**config.mk**
```make
export PLATFORM = sky130hd
export DESIGN_NAME = mem_ctrl
export DESIGN_NICKNAME = d
export VERILOG_FILES = /design/src/rtl/mem_ctrl.sv
export SDC_FILE = /design/constraint.sdc
export NUM_CORES = 2
export LEC_CHECK = 0
export CORE_MARGIN = 4
export CORE_UTILIZATION = 50
export CTS_CLUSTER_DIAMETER = 50
export DETAILED_ROUTE_END_ITERATION = 7
export PLACE_DENSITY = 0.66
export SLEW_MARGIN = 20
export SYNTH_ARGS = -nofsm -noshare
export SYNTH_HDL_FRONTEND = slang
export SYNTH_SLANG_ARGS = --single-unit
```
**constraint.sdc**
```tcl
create_clock -name clk -period 6.1 [get_ports clk]
set_clock_uncertainty 0.1 [all_clocks]
set_input_delay 1.22 -clock clk [delete_from_list [all_inputs] [get_ports clk]]
set_output_delay 1.22 -clock clk [all_outputs]
set_load 0.05 [all_outputs]
```
**src/rtl/mem_ctrl.sv**
```systemverilog
// Fixed-latency word memory for the LC-3b datapath: captures one request, answers LATENCY cycles later.
// Optional MEM_CTRL_STATS_EN adds saturating completed-read/write counters.
module mem_ctrl #(
   parameter int ADDR_BITS = 8,
   parameter int LATENCY   = 3
) (
   input  logic        clk,
   input  logic        rst_n,
   input  logic        mem_read,
   input  logic        mem_write,
   input  logic [1:0]  mem_byte_enable,
   input  logic [15:0] mem_address,
   input  logic [15:0] mem_wdata,
   output logic        mem_resp,
   output logic [15:0] mem_rdata
`ifdef MEM_CTRL_STATS_EN
   ,
   output logic [15:0] rd_count,
   output logic [15:0] wr_count
`endif
);

   typedef enum logic [1:0] {IDLE, BUSY, RESP} state_t;

   localparam int DEPTH = 2 ** ADDR_BITS;

   state_t                 state, state_n;
   logic [3:0]             cnt;
   logic [ADDR_BITS-1:0]   cap_idx;
   logic [15:0]            cap_wdata;
   logic [1:0]             cap_be;
   logic                   cap_rd, cap_wr;
   logic                   capture, enter_resp;

   logic [ADDR_BITS-1:0]   op_idx;
   logic [15:0]            op_wdata;
   logic [1:0]             op_be;
   logic                   op_rd, op_wr;

   logic [15:0]            mem [DEPTH];

   // Bit 0 and bits above the word index only alias; read them here so lint sees them consumed.
   logic                   unused_addr;
   assign unused_addr = ^mem_address;

   always_comb begin
      state_n    = state;
      capture    = 1'b0;
      enter_resp = 1'b0;
      case (state)
         IDLE: begin
            if (mem_read || mem_write) begin
               capture = 1'b1;
               if (LATENCY == 1) begin
                  state_n    = RESP;
                  enter_resp = 1'b1;
               end else begin
                  state_n = BUSY;
               end
            end
         end
         BUSY: begin
            if (!mem_read && !mem_write) begin
               state_n = IDLE;
            end else if (cnt == 4'd1) begin
               state_n    = RESP;
               enter_resp = 1'b1;
            end
         end
         RESP:    state_n = IDLE;
         default: state_n = IDLE;
      endcase
   end

   // With LATENCY=1 the operation completes on the capture edge, so use the live inputs.
   always_comb begin
      if (state == IDLE) begin
         op_idx   = mem_address[ADDR_BITS:1];
         op_wdata = mem_wdata;
         op_be    = mem_byte_enable;
         op_rd    = mem_read;
         op_wr    = mem_write;
      end else begin
         op_idx   = cap_idx;
         op_wdata = cap_wdata;
         op_be    = cap_be;
         op_rd    = cap_rd;
         op_wr    = cap_wr;
      end
   end

   assign mem_resp = (state == RESP);

   always_ff @(posedge clk or negedge rst_n) begin
      if (!rst_n) begin
         state     <= IDLE;
         cnt       <= 4'd0;
         cap_idx   <= '0;
         cap_wdata <= 16'h0000;
         cap_be    <= 2'b00;
         cap_rd    <= 1'b0;
         cap_wr    <= 1'b0;
         mem_rdata <= 16'h0000;
      end else begin
         state <= state_n;
         if (capture) begin
            cnt       <= 4'(LATENCY - 1);
            cap_idx   <= mem_address[ADDR_BITS:1];
            cap_wdata <= mem_wdata;
            cap_be    <= mem_byte_enable;
            cap_rd    <= mem_read;
            cap_wr    <= mem_write;
         end else if (state == BUSY) begin
            cnt <= cnt - 4'd1;
         end
         // Read+write loads the pre-write word since the array updates on the same edge.
         if (enter_resp && op_rd)
            mem_rdata <= mem[op_idx];
      end
   end

   // Storage survives reset; a write can only land while out of reset.
   always_ff @(posedge clk) begin
      if (rst_n && enter_resp && op_wr) begin
         if (op_be[1]) mem[op_idx][15:8] <= op_wdata[15:8];
         if (op_be[0]) mem[op_idx][7:0]  <= op_wdata[7:0];
      end
   end

`ifdef MEM_CTRL_STATS_EN
   always_ff @(posedge clk or negedge rst_n) begin
      if (!rst_n) begin
         rd_count <= 16'h0000;
         wr_count <= 16'h0000;
      end else if (enter_resp) begin
         if (op_wr) begin
            if (wr_count != 16'hFFFF) wr_count <= wr_count + 16'd1;
         end else if (op_rd) begin
            if (rd_count != 16'hFFFF) rd_count <= rd_count + 16'd1;
         end
      end
   end
`endif

endmodule

```
Word level (Yosys, flattened, before mapping)
Memories as Yosys holds them, arrays and structs flattened. A register that Yosys moved wholly into a read port is not among the register bits.
Index checks and enable logic that the tools add are counted.
{"block": "word_totals", "register_bits": 34, "ram_bits": 4096, "input_bits": 38, "word_cells": 47, "n_memories": 1}
{"name": "mem", "depth": 256, "width": 16, "read_ports": 1, "rd_clocked_by_memory_dff": 1, "wr": 1, "line": "40", "text": "logic [15:0] mem [DEPTH];"}
{"block": "classes", "add_sub_neg": 1, "n_eq_ne": 5, "muxes": 22, "reduce_logical": 11}
{"cell": "two-way mux 16 bit", "n": 1}
{"cell": "two-way mux 1 bit", "n": 13}
{"cell": "two-way mux 2 bit", "n": 4}
{"cell": "two-way mux 4 bit", "n": 2}
{"cell": "two-way mux 8 bit", "n": 1}
{"cell": "== test 4 x 1 -> 1 bit (second input constant)", "n": 1}
{"cell": "logical AND 1 bit", "n": 4}
{"cell": "one-hot mux 2 bit (2 select lines)", "n": 1}
{"cell": "subtractor 4 x 1 -> 4 bit (second input constant)", "n": 1}
{"cell": "zero test 1 bit", "n": 3}
{"cell": "inequality test 3 bit (second input constant)", "n": 1}
{"cell": "== test 2 x 1 -> 1 bit (second input constant)", "n": 1}
{"cell": "== test 2 bit (second input constant)", "n": 1}
{"cell": "zero test 2 bit", "n": 1}
{"cell": "inequality test 2 bit (second input constant)", "n": 1}
{"cell": "AND reduction 2 bit", "n": 1}
{"cell": "nonzero test 2 bit", "n": 1}
{"cell": "logical OR 1 bit", "n": 1}

Logic depth before layout (Yosys ltp)
{"block": "logic_depth", "depth_word": 8, "mapped_depth": 13, "depth_no_buf": 8}

Least setup slack after synthesis
OpenSTA, ideal clock, no wires.
{"block": "synth_timing", "path_type": "reg2reg", "start": "register state[0]", "end": "memory mem[0][10], data pin", "setup_time_ns": 0.823, "arrival_ns": 5.008, "t_required_ns": 5.177, "path_slack_ns": 0.169, "path_stages_with_launch": 9, "path_buffers": 5, "period_less_slack_ns": 5.931, "path_cell_list": "dfrtp_1 -> nor2_2 -> buf_2 -> buf_2 -> buf_1 -> buf_1 -> buf_1 -> nand2_1 -> nand2_1"}
{"block": "synth_between", "elab_chain_len": 2}
{"item": "start, declared", "line": "27", "text": "state_t state, state_n;"}
{"item": "start signal, assigned", "line": "105", "text": "state <= state_n;"}
{"item": "zero test 2 bit", "line": "77", "text": "if (state == IDLE) begin"}
{"item": "two-way mux 16 bit", "line": "77"}
{"item": "named net op_wdata[10]", "line": "36", "text": "logic [15:0] op_wdata;"}
{"item": "end, declared", "line": "40"}
The timed path passes the listed nets, and every way through them passes these cells.

Worst setup path after layout
{"block": "layout_timing", "start": "register state[0]", "end": "memory mem[137][8], enable pin"}
{"block": "layout_between", "elab_chain_len": 6}
{"item": "== test 2 x 1 -> 1 bit", "line": "50", "text": "case (state)"}
{"item": "two-way mux 1 bit", "line": "50"}
{"item": "logical AND 1 bit (2 in a row)", "line": "124", "text": "if (rst_n && enter_resp && op_wr) begin"}
{"item": "two-way mux 1 bit", "line": "124"}
{"item": "two-way mux 1 bit (implied by the code)", "line": "125", "text": "if (op_be[1]) mem[op_idx][15:8] <= op_wdata[15:8];"}
Parallel ways exist; a longest one is shown, timed or not.

==> impl_metrics.yaml <==
outcome:
  outcome: "finished clean"
setup_path:
  start_kind: "flop"
  cp_max_fo: 27
  cp.required_ns: 6.51
  cp-end-kind: "flop"
  crit_type: "flop to flop"
  arrival_ns: 5.55
final_layout:
  fin_area_um2: 175000
  final_cell_mix: "edfxtp_1 (4096), a22oi_1 (1912), a21oi_1 (970)"
  syn_to_final_growth_pct: 13.57
  final_common_cell: "edfxtp_1"
  multi_input_area_um2: 27110
  drive_gt1_share_pct: 11.61
  seqCellArea_um2: 124200
  fillers: 22610
  nNetsFinal: 9281
power_and_ir_drop:
  p_leak_nw: 53.20
  power.density_nw_per_um2: 504.0
  p_total_mw: 88.21
  ir_drop_uv: 554.1
drt:
  drt-pass1-iter-count: 6
  ant_nets: 0
  vias: 89090
  viasPerCell: 6.515
  wl_per_cell_um: 30.01
  drc: 0
  routed_wl_mm: 410.3
  initialDrtViolationCount: 12180
sta:
  hold_viol: 0
  finalSetupViolCount: 0
  final_max_slew_viol_count: 0
  fin_tns_setup_ns: 0
  rsz0062_at_grt: "false"
  timing.final.crit_period_ns: 5.144
  timing.final.crit_share_pct: 84.32
  max_freq_mhz: 194.4
  slew_headroom_pct: 19.37
  worst_pin_slew_ns: 1.209
cts:
  cts-resized-gates: 0
  tritoncts: "done"
  clk_pin_slew_ns: 0.06
  holdBufCountCts: 0
  cts_sinks: 4146
  post-cts-setup-buffer-count: 0
  cts.htree.levels: 5
  cts_made_buffers: 406
  root_buffer: "clkbuf_16"
  clock_path_buffers: 4
  worstSkewPairLatency_ns: 0.89
die:
  dieWidth_um: 563.2
  start_util_pct: 50.31
  coreArea_um2: 306300
  dieArea_um2: 317200
  ioPinCount: 55
  fp-row-count: 203
  die_height_um: 563.2
synthesis:
  synth_top_area_share_pct: 79.81
  synth_nets: 9077
  ys_seq_area_share_pct: 80.62
  syn_avg_cell_area_um2: 17.05
  yosysWarningCount: 0
  yosysUniqueCellTypes: 45
  synth_area_um2: 154100
  synth_enable_flop_cells: 4096
  postSynthCellCount: 9037
  synth_flop_cell: "edfxtp_1"
  async_flop_share_pct: 1.206
  synth.largest_area_cell: "edfxtp_1"
  synth_area_leaders: "edfxtp_1 (80%), a22oi_1 (9.3%), a21oi_1 (3.2%)"
  synth-seq-cells: 4146
placement:
  io_buffers: 46
  placedInstanceArea_um2: 161600
  gp_congestion: 0.8546
  hpwlAfterDp_mm: 239.8
grt:
  antenna_found_initial: 7
  grt_max_degree: 163
  grt_pass1_vias: 86260
  grt_pass1_wl_mm: 596.2
  overflow: 0
  grt_usage_pct: 25.30
min_path:
  hp-class: "flop to flop"
run:
  cap_violations: 0
logic make-up (layout without fill, tap and decap cells):
logic type	after synthesis	in the layout	share of synthesized area, %
AO/OA/AOI/OAI	3401	3401	15.27
XOR/XNOR	2	2	0.01137
adder cells (fa/ha/maj)	2	2	0.01623
buffers and inverters	708	1240	2.073
flip-flops	4146	4146	80.62
other	0	4	0
AND/OR/NAND/NOR	778	778	2.015
Yosys cell counts (2+ instances only):
library cell / instances
nor4_1: 15
clkbuf_1: 321
a221o_1: 3
nand2b_1: 9
nor3b_1: 4
buf_4: 41
o41ai_1: 237
buf_1: 51
o31a_1: 4
inv_1: 9
xnor2_1: 2
nand3b_1: 4
edfxtp_1: 4096
o22ai_1: 34
ha_1: 2
nand4_1: 7
or4b_2: 2
o21a_1: 4
nor2b_1: 2
nand3_1: 35
nor2_1: 532
o31ai_1: 5
a221oi_1: 68
o211ai_1: 2
o21ai_0: 24
a22o_1: 68
a21oi_1: 972
o21ai_1: 5
buf_6: 4
buf_2: 282
a31oi_1: 7
dfrtp_1: 50
o32a_1: 3
a41oi_1: 50
a22oi_1: 1912
nand2_1: 162
report_power, final:
part	leakage (nW)	switching, mW	internal [mW]	total, mW
Combinational	8.96	19.8	6.67	26.4
Clock	6.53	10.5	14.7	25.2
Sequential	37.7	0.197	36.3	36.5
Total	53.2	30.5	57.7	88.2
routing by layer:
metal | wire length [um] | global-route usage, %
met1 | 161000 | 36.03
met2 | 191400 | 39.14
met5 | 34 | 0
met3 | 41980 | 4.980
met4 | 15910 | 9.151
layout make-up:
cell class / instances / share of cell area [%]
flip-flops and latches: 4146 / 70.98
multi-input cells: 4183 / 15.49
clock buffers: 492 / 6.155
well taps: 4100 / 2.931
repair buffers: 495 / 2.895
clock inverters: 244 / 1.525
inverters: 9 / 0.01930
diodes: 4 / 0.005718
stage by stage:
| step | utilization (%) | cells | hold WS (ns) | worst slack (ns) |
|---|---|---|---|---|
| floorplan | - | 9037 | 0.3455 | 0.1694 |
| global placement | 52.75 | 12930 | 0.3713 | 0.4843 |
| detailed placement | 52.75 | 12930 | 0.3622 | 0.4934 |
| CTS | 57.14 | 13670 | 0.3771 | 0.9836 |
| global route | 57.14 | 13670 | 0.3969 | 0.7729 |
| finish | 57.14 | 13670 | 0.3742 | 0.9562 |
critical path: stages (launching register included):
cell	delay [ns]
dfrtp_1	0.48
nor2_4	0.81
buf_4	0.48
nand2_1	0.16
a21oi_4	0.69
nand3_1	0.97
nor2_1	1.02
sequential cells by signal, indices dropped and copies added (netlist names), 2 cells and up:
register	count
cap_be	2
cap_idx	8
cap_wdata	16
cnt	4
mem	4096
mem_rdata	16
state	2
worst paths after layout:
| path | endpoint | start | cells past startpoint | slack, ns |
|---|---|---|---|---|
| worst max-delay path | mem[137][8] | state[0] | 6 | 0.96 |
| worst min-delay path | cap_wdata[7] | cap_wdata[7] | 2 | 0.37 |
| worst max register to register | mem[137][8] | state[0] | 6 | 0.96 |
| worst min register to register | cap_wdata[7] | cap_wdata[7] | 2 | 0.37 |
| max in group asynchronous | cap_idx[2] | rst_n | 3 | 4.41 |
| min in group asynchronous | cap_wdata[13] | rst_n | 2 | 0.53 |
No activity file was read; power rests on OpenSTA's default activity.
